===== config.mk =====
export PLATFORM = sky130hd
export DESIGN_NAME = analog_sar_readout
export DESIGN_NICKNAME = d
export VERILOG_FILES = /design/src/rtl/analog_sar_pkg.sv /design/src/rtl/sync_ff.sv /design/src/rtl/analog_sar_readout.sv
export SDC_FILE = /design/constraint.sdc
export NUM_CORES = 1
export LEC_CHECK = 0
export ABC_AREA = 1
export CORE_MARGIN = 3
export CORE_UTILIZATION = 48
export CTS_CLUSTER_DIAMETER = 30
export DETAILED_ROUTE_END_ITERATION = 7
export HOLD_SLACK_MARGIN = 0.15
export PLACE_DENSITY = 0.71
export SYNTH_ARGS = -nofsm -noshare
export SYNTH_HDL_FRONTEND = slang
export SYNTH_HIERARCHICAL = 1
export SYNTH_SLANG_ARGS = --single-unit

===== constraint.sdc =====
create_clock -name clk_in -period 1.55 [get_ports clk_in]
set_input_delay 0.31 -clock clk_in [delete_from_list [all_inputs] [get_ports clk_in]]
set_output_delay 0.31 -clock clk_in [all_outputs]
set_load 0.02 [all_outputs]

===== src/rtl/analog_sar_pkg.sv =====
// ============================================================================
// Module  : analog_sar_pkg
// Brief   : Shared types and sizing helpers for the SAR readout controller.
// Revision: 1.0 - initial release
// ============================================================================
`default_nettype none

package analog_sar_pkg;

    typedef enum logic [1:0] {
        ST_IDLE   = 2'd0,
        ST_SAMPLE = 2'd1,
        ST_CONV   = 2'd2,
        ST_DONE   = 2'd3
    } sar_state_e;

    // The bit window (settle + sync) is always the longest hold, so it sizes the counter.
    function automatic int sar_cnt_width(input int settle, input int sync);
        return $clog2(settle + sync + 1);
    endfunction

endpackage

`default_nettype wire


===== src/rtl/sync_ff.sv =====
// ============================================================================
// Module  : sync_ff
// Brief   : Multi-stage 1-bit synchronizer with synchronous clear.
// Revision: 1.0 - initial release
// ============================================================================
`default_nettype none

module sync_ff #(
    parameter int STAGES = 2
) (
    input  logic clk,
    input  logic rst,
    input  logic i_d,
    output logic o_q
);

    logic [STAGES-1:0] r_sync;

    always_ff @(posedge clk) begin
        if (rst) begin
            r_sync <= '0;
        end else begin
            r_sync <= {r_sync[STAGES-2:0], i_d};
        end
    end

    assign o_q = r_sync[STAGES-1];

endmodule

`default_nettype wire


===== src/rtl/analog_sar_readout.sv =====
// ============================================================================
// Module  : analog_sar_readout
// Brief   : SAR readout controller driving the analog DAC / sample-hold.
// Revision: 1.0 - initial release
// ============================================================================
`default_nettype none

module analog_sar_readout
    import analog_sar_pkg::*;
#(
    parameter int DATA_W        = 8,
    parameter int SETTLE_CYCLES = 4,
    parameter int SYNC_STAGES   = 2
) (
    input  logic              clk_in,
    input  logic              reset_int,
    input  logic              start_in,
    input  logic              comp_in,
    output logic              sample_en,
    output logic [DATA_W-1:0] dac_code,
    output logic              busy,
    output logic [DATA_W-1:0] result,
    output logic              result_valid
);

    localparam int CNT_W = sar_cnt_width(SETTLE_CYCLES, SYNC_STAGES);
    localparam int BIT_W = $clog2(DATA_W);

    localparam logic [CNT_W-1:0]  c_SETTLE_LOAD = CNT_W'(SETTLE_CYCLES - 1);
    localparam logic [CNT_W-1:0]  c_WIN_LOAD    = CNT_W'(SETTLE_CYCLES + SYNC_STAGES - 1);
    localparam logic [BIT_W-1:0]  c_MSB         = BIT_W'(DATA_W - 1);
    localparam logic [DATA_W-1:0] c_ONE         = DATA_W'(1);

    logic              w_start_s;
    logic              w_comp_s;
    logic              r_start_prev;
    logic              r_start_edge;
    sar_state_e        r_state;
    logic [CNT_W-1:0]  r_cnt;
    logic [BIT_W-1:0]  r_bit;
    logic [DATA_W-1:0] w_trial_bit;
    logic [DATA_W-1:0] w_decided;

    sync_ff #(.STAGES(SYNC_STAGES)) u_sync_start (
        .clk (clk_in),
        .rst (reset_int),
        .i_d (start_in),
        .o_q (w_start_s)
    );

    sync_ff #(.STAGES(SYNC_STAGES)) u_sync_comp (
        .clk (clk_in),
        .rst (reset_int),
        .i_d (comp_in),
        .o_q (w_comp_s)
    );

    // Trial bit under test; a low comparator means the code overshot, so drop it.
    assign w_trial_bit = c_ONE << r_bit;
    assign w_decided   = w_comp_s ? dac_code : (dac_code & ~w_trial_bit);

    // Edge history runs in every state so a level held through a conversion cannot retrigger.
    always_ff @(posedge clk_in) begin
        if (reset_int) begin
            r_start_prev <= 1'b0;
            r_start_edge <= 1'b0;
        end else begin
            r_start_prev <= w_start_s;
            r_start_edge <= w_start_s & ~r_start_prev;
        end
    end

    always_ff @(posedge clk_in) begin
        if (reset_int) begin
            r_state      <= ST_IDLE;
            r_cnt        <= '0;
            r_bit        <= '0;
            sample_en    <= 1'b0;
            dac_code     <= '0;
            busy         <= 1'b0;
            result       <= '0;
            result_valid <= 1'b0;
        end else begin
            case (r_state)
                ST_IDLE: begin
                    result_valid <= 1'b0;
                    if (r_start_edge) begin
                        r_state   <= ST_SAMPLE;
                        r_cnt     <= c_SETTLE_LOAD;
                        sample_en <= 1'b1;
                        dac_code  <= '0;
                        busy      <= 1'b1;
                    end
                end
                ST_SAMPLE: begin
                    if (r_cnt == '0) begin
                        r_state   <= ST_CONV;
                        r_cnt     <= c_WIN_LOAD;
                        r_bit     <= c_MSB;
                        sample_en <= 1'b0;
                        dac_code  <= c_ONE << c_MSB;
                    end else begin
                        r_cnt <= r_cnt - CNT_W'(1);
                    end
                end
                ST_CONV: begin
                    if (r_cnt != '0) begin
                        r_cnt <= r_cnt - CNT_W'(1);
                    end else if (r_bit == '0) begin
                        r_state      <= ST_DONE;
                        result       <= w_decided;
                        result_valid <= 1'b1;
                        dac_code     <= '0;
                        busy         <= 1'b0;
                    end else begin
                        r_cnt    <= c_WIN_LOAD;
                        r_bit    <= r_bit - BIT_W'(1);
                        dac_code <= w_decided | (w_trial_bit >> 1);
                    end
                end
                ST_DONE: begin
                    r_state      <= ST_IDLE;
                    result_valid <= 1'b0;
                end
                default: begin
                    r_state <= ST_IDLE;
                end
            endcase
        end
    end

endmodule

`default_nettype wire


# Word level (Yosys, flattened, before mapping)
# Cells that the tools add are included.
# classes
n_addsub	2
n_eq_ne	9
shifts	1
n_mux	29
bitwise_logic	6
n_reduce_logical	18
# ops
operator	count
8-bit 2-to-1 mux	5
8-bit one-hot mux with 3 select lines	1
3-bit 2-to-1 mux	7
4-bit AND reduction	4
3-bit AND reduction	4
2-bit inequality test (second input constant)	5
3-bit one-hot mux with 3 select lines	1
8-bit AND	1
2-bit 2-to-1 mux	4
8-bit NOT	1
8-bit by 7-bit OR with 8-bit output	1
2-bit one-hot mux with 4 select lines	1
2-bit nonzero test	4
1-bit by 3-bit left shift with 8-bit output (first input constant)	1
3-bit logical NOT	2
1-bit 2-to-1 mux	6
1-bit one-hot mux with 2 select lines	3
3-bit one-hot mux with 2 select lines	1
3-bit nonzero test	2
3-bit by 1-bit subtractor with 3-bit output (second input constant)	2
2-bit == test (second input constant)	2
3-bit inequality test (second input constant)	1
2-bit by 1-bit == test with 1-bit output (second input constant)	1
2-bit logical NOT	1
3 further kinds	4
# word_totals
regBits	33
in_bits	4
output_inout_bits	19
word_cells	77

# Logic depth before layout (Yosys ltp)
# Gate-level depths: netlist (run 1).
# depth
word_depth	8
mapped_depth	9
ltp_nobuf	9

# Hierarchy
# Netlist (run 1), hierarchy kept.
# by_module_without_submodules
module	n_inst	cells_each	area_per_inst_um2	seq_area_each_um2
analog_sar_readout	1	207	1508.9	580.6
sync_ff	2	6	55.1	40.0

# Worst setup path before layout (run 1)
# OpenSTA, ideal clock, no wires.
# synth_path
path_type	register -> register
start	reg r_state[0]
end	reg dac_code[7]
setup_time_ns	0.117
arrival_time_ns	1.342
required_time_ns	1.433
slack_ns	0.091
stages_incl_launch_ff	9
path_buffers	0
period_less_slack_ns	1.459
path_cell_list	dfxtp_1 > inv_1 > ha_1 > inv_1 > nand2_2 > a21oi_4 > nand2_1 > nor2_1 > nor2_1
# synth_via
elab_chain_len	3
word_cells_on_any_way	9
classes_between	5 x eq/ne; 1 x mux; 3 x reduce/logical
# synth_rtl
element	line	text
from (decl)	analog_sar_readout.sv:38	sar_state_e r_state;
from (signal assigned)	analog_sar_readout.sv:75	r_state <= ST_IDLE;
from (signal assigned)	analog_sar_readout.sv:88	r_state <= ST_SAMPLE;
from (signal assigned)	analog_sar_readout.sv:97	r_state <= ST_CONV;
2-bit == test (tied with other cells)	analog_sar_readout.sv:84	case (r_state)
2-bit inequality test (no source line) / 3-bit nonzero test (equally long branches)	--	
4-bit AND reduction (no source line)	--	
to (signal assigned)	analog_sar_readout.sv:101	dac_code <= c_ONE << c_MSB;
to (signal assigned)	analog_sar_readout.sv:118	dac_code <= w_decided | (w_trial_bit >> 1);
to (decl)	analog_sar_readout.sv:20	output logic [DATA_W-1:0] dac_code,
# Several ways; a longest one is shown, not always the timed one.
# A chain may end at the register's enable or synchronous reset.

# Final worst setup path (run 1)
# layout_path
start	reg r_state[0]
end	reg dac_code[0]
# Same word-level chain as after synthesis.

==> out/qor.log, run 1 <==
qor: status.status completed
qor: sta.slew_violations 0
qor: sta.whs 0.397 ns
qor: setup_path.crit_type flip-flop to flip-flop
qor: finish.share_of_layout_cells_above_drive_strength_1 0.148
qor: detailed_routing.post_drt_wl_per_cell 11.7 um
qor: placement.detailed_place_hpwl 2520 um
qor: sta.report.final.hold_viol_count 0
qor: yosys.synth_seq_cells 33
qor: finish.insertedDiodeCount 0
qor: die.ios 23
qor: placement.place_congestion 0.861
qor: clock_network.tritoncts built
qor: pwr.design_power_total 0.00377 W
qor: pwr.cellPowerDensity 1850 mW/mm2
qor: setup_path.timing.critical_path.fanout_max 8
qor: detailed_routing.drt-initial-drc-count 50
qor: sta.fin_crit_sh 0.945
qor: setup_path.cp_data_arrival_time 1.70 ns
qor: placement.post_dp_cell_area 0.00196 mm2
qor: grt.grt.total_usage 0.185
qor: clock_network.clk_slew_on_worst_s_h_paths 0.11 ns
qor: die.start_util 0.518
qor: die.chipHeight 64.1 um
qor: die.floorplan.die.width 64.1 um
qor: setup_path.startpoint_type_of_the_worst_setup_path flip-flop
qor: detailed_routing.vias_per_cell 5.03
qor: die.fp-row-count 20
qor: finish.finalNetCount 269
qor: clock_network.cts_max_path_buffers 2
qor: pwr.worst_ir_drop_vdd 0.823 mV
qor: yosys.synth.lib_cells_used.distinct 22
qor: clock_network.clkSinkCount 33
qor: detailed_routing.remaining_drc_errors 0
qor: sta.report.final.setup_viol 0
qor: sta.max_freq 683 MHz
qor: yosys.synth.net_count 233
qor: setup_path.cp.required 1.79 ns
qor: die.die_area 0.00411 mm2
qor: grt.grt_first_pass_wirelength 5910 um
qor: grt.maximum_number_of_pins_on_one_net_before_global_route_repair 18
qor: clock_network.cts_buffers 5
qor: job.max_cap_violations 0
qor: clock_network.cts_root_buf clkbuf_4
qor: detailed_routing.detailroute.via_count 1,508
qor: yosys.ys_seq_area_frac 0.408
qor: clock_network.clock_tree.htree_level_count 2
qor: pwr.p_leak 0.961 nW
qor: finish.finalInstanceArea 0.00203 mm2
qor: setup_path.type_of_destination_of_the_critical_path flip-flop
qor: detailed_routing.ant_nets 0
qor: grt.via_count_of_the_first_global_routing_pass 1,350
qor: detailed_routing.detailed_routing_iteration_count_for_the_pre_antenna_repair_pass 4
qor: finish.utilization_after_layout 0.650
qor: grt.gr-total-overflow 0
qor: yosys.avgSynthCellArea 7.39 um2
qor: sta.max_slew.worst_pin.slew 0.330 ns
qor: yosys.synth.cell_area 0.00162 mm2
qor: clock_network.clock_latency 0.34 ns
qor: grt.grt_antenna_before_repair 0
qor: placement.count_of_port_buffers_added_during_placement 22
qor: sta.fin_skew 0.00599 ns
qor: finish.area.growth.synth_to_final 25.7%
qor: yosys.synth_warnings 6
qor: die.fp.coreArea 0.00313 mm2
qor: detailed_routing.routed_wirelength 3520 um
qor: hold_path.worstHoldPathType flip-flop to flip-flop
qor: sta.timing.final.crit_period 1.46 ns
qor: yosys.synthesis.instances 219
qor: sta.maxSlewHeadroom 0.779
[area by class of cell]
type	count	area, um2
flip-flops and latches	33	662
clock inverters	3	17.5
repair buffers	31	289
fillers	291	1090
well taps	44	55.1
clock buffers	5	37.5
inverters	30	113
multi-input cells	154	861
[sequential cells by signal, summed over array words and instances (netlist names)]
name and flops:
u_sync_comp/r_sync 2, result 8, r_start_edge 1, r_bit 3, dac_code 8, r_start_prev 1, r_state 2, sample_en 1
result_valid 1, u_sync_start/r_sync 2, busy 1, r_cnt 3
[cell usage in the layout (no fill, tap or decap), types with 2 or more instances in the layout]
| cell type | count |
|---|---|
| nor2_1 | 21 |
| dfxtp_1 | 32 |
| a211oi_2 | 2 |
| buf_4 | 7 |
| inv_2 | 2 |
| nand2_4 | 2 |
| buf_12 | 2 |
| o21ai_0 | 15 |
| dlygate4sd2_1 | 19 |
| nand3_1 | 16 |
| a21oi_2 | 2 |
| clkdlybuf4s50_1 | 3 |
| clkinv_2 | 2 |
| nand2_2 | 4 |
| a21oi_1 | 22 |
| clkbuf_4 | 5 |
| ha_1 | 7 |
| nand2_1 | 51 |
| ha_2 | 2 |
| nor3_1 | 2 |
| inv_1 | 28 |
[cells by family (layout without fill, tap and decap cells)]
logic type / count (synthesis) / in the layout / synth area share
simple gates: 101 / 101 / 0.285
compound gates: 42 / 43 / 0.146
fa+ha+maj: 10 / 10 / 0.0773
buf+inv: 33 / 69 / 0.0835
flops: 33 / 33 / 0.408
[worst paths after layout]
kind	to	slack, ns	start	depth (start not counted)
max	dac_code[0]$_SDFFE_PP0P_	0.09	r_state[0]$_SDFFE_PP0P_	8
min reg2reg	r_start_edge$_SDFF_PP0_	0.40	r_start_prev$_SDFF_PP0_	1
min	r_start_edge$_SDFF_PP0_	0.40	r_start_prev$_SDFF_PP0_	1
max reg2reg	dac_code[0]$_SDFFE_PP0P_	0.09	r_state[0]$_SDFFE_PP0P_	8
[cell usage after synthesis (all sizes together)]
library cell   n  area [um2]
nand2         57         231
dfxtp         33         661
inv           30         113
a21oi         24         131
nor2          23         110
nand3         17        97.6
o21ai         16        80.1
ha            10         125
a211oi         2        25.0
buf            2        18.8
nor3           2        10.0
clkbuf         1        3.75
nand4          1        6.26
or2            1        6.26
[per-layer routing]
| metal | GRT usage | up-vias | routed length (um) |
|---|---|---|---|
| met4 | 0.0701 | 0 | 46 |
| met1 | 0.235 | 687 | 1700 |
| li1 | - | 775 | - |
| met5 | 0 | - | 0 |
| met2 | 0.289 | 40 | 1620 |
| met3 | 0.0633 | 6 | 154 |
[what timing repair did]
item | CTS | global route
hold endpoints to repair | 0 | 0
hold buffers | 0 | 0
buffers inserted | 0 | 0
resized for setup | 21 | 8
pin swaps | 1 | 0
endpoints found under the setup margin | 25 | 14
cloned | 0 | 1
[through the flow]
step,worst slack (ns),setup TNS (ns),cells
2_1_floorplan,0.0911,0,219
3_3_place_gp,0.0178,0,291
3_5_place_dp,-0.00389,-0.00389,291
4_1_cts,0.0416,0,299
5_1_grt,-0.00317,-0.00317,300
6_report,0.0857,0,300
[worst max-delay path: stages, from the launching register on]
cell and delay [ns]:
dfxtp_1 0.33, buf_4 0.14, ha_1 0.21, inv_1 0.10, nand2_4 0.11, nand2_1 0.10
nand2_2 0.12, o21ai_0 0.20, a21oi_1 0.06
[report_power, final]
part	switching (W)	internal, W	total [W]
Combinational	0.00136	0.000770	0.00213
Sequential	0.000131	0.00103	0.00116
Clock	0.000306	0.000171	0.000477
No activity file was read; power rests on OpenSTA's default activity.
==> inputs of run 2 (changes only) <==
CORE_UTILIZATION = 50   (was 48)
CTS_BUF_LIST = sky130_fd_sc_hd__clkbuf_8   (was not set)
PLACE_DENSITY = 0.74   (was 0.71)
==> out/qor.log, run 2 (synthesized netlist as in run 1, its figures left out) <==
qor: sta.slew_violations 0 [unchanged]
qor: clock_network.clkSinkCount 33 [unchanged]
qor: clock_network.cts_root_buf clkbuf_8
qor: setup_path.cp.required 1.74 ns [-0.05 ns]
qor: detailed_routing.ant_nets 0 [unchanged]
qor: setup_path.timing.critical_path.fanout_max 4 [-4]
qor: sta.fin_crit_sh 0.931 [-0.0140]
qor: pwr.p_leak 1.13 nW [+17%]
qor: setup_path.startpoint r_state[1]$_SDFFE_PP0P_
qor: detailed_routing.remaining_drc_errors 0 [unchanged]
qor: detailed_routing.detailroute.via_count 1,491 [-1.1%]
qor: finish.utilization_after_layout 0.685 [+0.0346]
qor: setup_path.regToRegStartpoint r_state[1]$_SDFFE_PP0P_
qor: clock_network.number_of_buffers_inserted_for_hold_repair_after_clock_tree_synthesis 0 [unchanged]
qor: setup_path.r2r.worst_path.cells 9 [+1]
qor: setup_path.worst_r2r_endpoint r_state[1]$_SDFFE_PP0P_
qor: sta.maxSlewHeadroom 0.683 [-0.0957]
qor: detailed_routing.detailed_routing_iteration_count_for_the_pre_antenna_repair_pass 4 [unchanged]
qor: setup_path.startpoint_type_of_the_worst_setup_path flip-flop
qor: die.fp.coreArea 0.00308 mm2 [-1.6%]
qor: detailed_routing.post_drt_wl_per_cell 12.1 um [+3.1%]
qor: grt.grtUsageMet1 0.244 [+0.00950]
qor: grt.gr-total-overflow 0 [unchanged]
qor: setup_path.type_of_destination_of_the_critical_path flip-flop
qor: setup_path.cp_data_arrival_time 1.63 ns [-0.07 ns]
qor: hold_path.worstHoldPathType flip-flop to flip-flop
qor: clock_network.clock_tree.htree_level_count 2 [unchanged]
qor: pwr.cellPowerDensity 1900 mW/mm2 [+2.7%]
qor: detailed_routing.routed_wirelength 3630 um [+3.1%]
qor: placement.count_of_port_buffers_added_during_placement 22 [unchanged]
qor: pwr.worst_ir_drop_vdd 1.05 mV [+28%]
qor: die.fp-row-count 20 [unchanged]
qor: sta.timing.final.crit_period 1.44 ns [-0.0217 ns]
qor: placement.detailed_place_hpwl 2500 um [-0.57%]
qor: detailed_routing.vias_per_cell 4.97 [-1.1%]
qor: sta.fin_skew 0.00805 ns [+0.00206 ns]
qor: sta.layout_setup_ws 0.107 ns [+0.0217 ns]
qor: grt.met3_usage_grt 0.0665 [+0.00328]
qor: finish.insertedDiodeCount 0 [unchanged]
qor: die.chipHeight 62.9 um [-1.8%]
qor: finish.share_of_layout_cells_above_drive_strength_1 0.141 [-0.00781]
qor: setup_path.setup.worst_path.end r_state[1]$_SDFFE_PP0P_
qor: die.floorplan.die.width 62.9 um [-1.8%]
qor: grt.grt.busiest_layer met2
qor: setup_path.reg2reg_setup_slack 0.11 ns [+0.02 ns]
qor: die.die_area 0.00396 mm2 [-3.6%]
qor: clock_network.cts_buffers 5 [unchanged]
qor: finish.finalNetCount 269 [unchanged]
qor: grt.grt_first_pass_wirelength 5920 um [+0.24%]
qor: clock_network.clock_latency 0.30 ns [-0.04 ns]
qor: sta.max_freq 693 MHz [+1.5%]
qor: placement.place_congestion 0.875 [+1.7%]
qor: clock_network.tritoncts built
qor: finish.fillers 264 [-9.3%]
qor: grt.via_count_of_the_first_global_routing_pass 1,323 [-2.0%]
qor: die.start_util 0.526 [+0.00842]
qor: finish.area.growth.synth_to_final 30.2%
qor: clock_network.cts_max_path_buffers 2 [unchanged]
qor: finish.most-common-layout-cells nand2_1, dfxtp_1, inv_1
qor: placement.dpl_worst_slack -0.00342 ns [+0.000466 ns]
qor: setup_path.crit_type flip-flop to flip-flop
qor: job.max_cap_violations 0 [unchanged]
qor: die.ios 23 [unchanged]
qor: clock_network.clk_slew_on_worst_s_h_paths 0.07 ns [-0.04 ns]
qor: sta.max_slew.worst_pin.slew 0.475 ns [+0.144 ns]
qor: finish.mostFrequentLayoutCell nand2_1
qor: detailed_routing.drt-initial-drc-count 85 [+70%]
qor: grt.grt.total_usage 0.194 [+0.00893]
qor: grt.grt_antenna_before_repair 0 [unchanged]
qor: grt.maximum_number_of_pins_on_one_net_before_global_route_repair 18 [unchanged]
qor: sta.report.final.setup_viol 0 [unchanged]
qor: status.status completed
qor: clock_network.cts_post_setup_buffers_inserted 0 [unchanged]
qor: sta.setup_total_negative_slack 0 ns [unchanged]
qor: finish.top_regs dac_code: 8 flops, result: 8 flops
qor: sta.report.final.hold_viol_count 0 [unchanged]
qor: grt.global_route.usage.met2 0.296 [+0.00741]
## run 2: cell types whose count changed in the layout (fill, tap and decap cells not counted), moves of 2 or more
cell,change
dlygate4sd2_1,-11
dlymetal6s2s_1,+11
clkbuf_4,-5
clkbuf_8,+5
inv_1,+2
## run 2: worst min path at each step
stage | start | end | slack [ns] | depth (start not counted)
2_1_floorplan | r_start_prev$_SDFF_PP0_ | r_start_edge$_SDFF_PP0_ | 0.37 | 1
3_3_place_gp | r_start_prev$_SDFF_PP0_ | r_start_edge$_SDFF_PP0_ | 0.38 | 1
3_5_place_dp | r_start_prev$_SDFF_PP0_ | r_start_edge$_SDFF_PP0_ | 0.39 | 1
4_1_cts | r_start_prev$_SDFF_PP0_ | r_start_edge$_SDFF_PP0_ | 0.40 | 1
5_1_grt | r_start_prev$_SDFF_PP0_ | r_start_edge$_SDFF_PP0_ | 0.41 | 1
6_report | r_start_prev$_SDFF_PP0_ | r_start_edge$_SDFF_PP0_ | 0.39 | 1
## run 2: repair_timing
action                     in CTS  in global routing
pin swaps                       1                  1
gates cloned                    0                  1
resized for setup               9                 20
setup endpoints to repair       9                 35
## run 2: power breakdown
| group | internal [W] | switching [W] |
|---|---|---|
| Combinational | 0.000833 | 0.00139 |
| Sequential | 0.00103 | 0.000131 |
| Clock | 0.000304 | 0.000321 |
## run 2: layout make-up
class,count,area (um2),share of cell area
well taps,44,55.1,0.0261
inverters,30,113,0.0534
multi-input cells,154,866,0.411
clock buffers,5,68.8,0.0326
repair buffers,31,330,0.157
flip-flops and latches,33,662,0.314
clock inverters,3,13.8,0.00653
## run 2: critical path, stage by stage (launching register included)
cell	delay [ns]
dfxtp_2	0.37
inv_1	0.09
ha_2	0.20
nand2_1	0.13
buf_4	0.13
nand2_1	0.06
a21oi_2	0.18
nand2_1	0.07
nand2_1	0.06
nor2_1	0.04
## run 2: layer usage
metal / vias to the layer above / share of wire
met1: 669 / 0.47
met3: 7 / 0.059
met5: - / 0
met4: 0 / 0.017
li1: 770 / -
met2: 45 / 0.45
## run 2: through the flow
| step | hold WS [ns] | area (um2) | total power (W) | instances |
|---|---|---|---|---|
| detailed placement | 0.386 | 1960 | 0.00325 | 291 |
| CTS | 0.396 | 2040 | 0.00388 | 299 |
| finish | 0.391 | 2110 | 0.00401 | 300 |
| global route | 0.410 | 2110 | 0.00432 | 300 |
| floorplan | 0.374 | 1620 | 0.00258 | 219 |
| global placement | 0.380 | 1960 | 0.00321 | 291 |
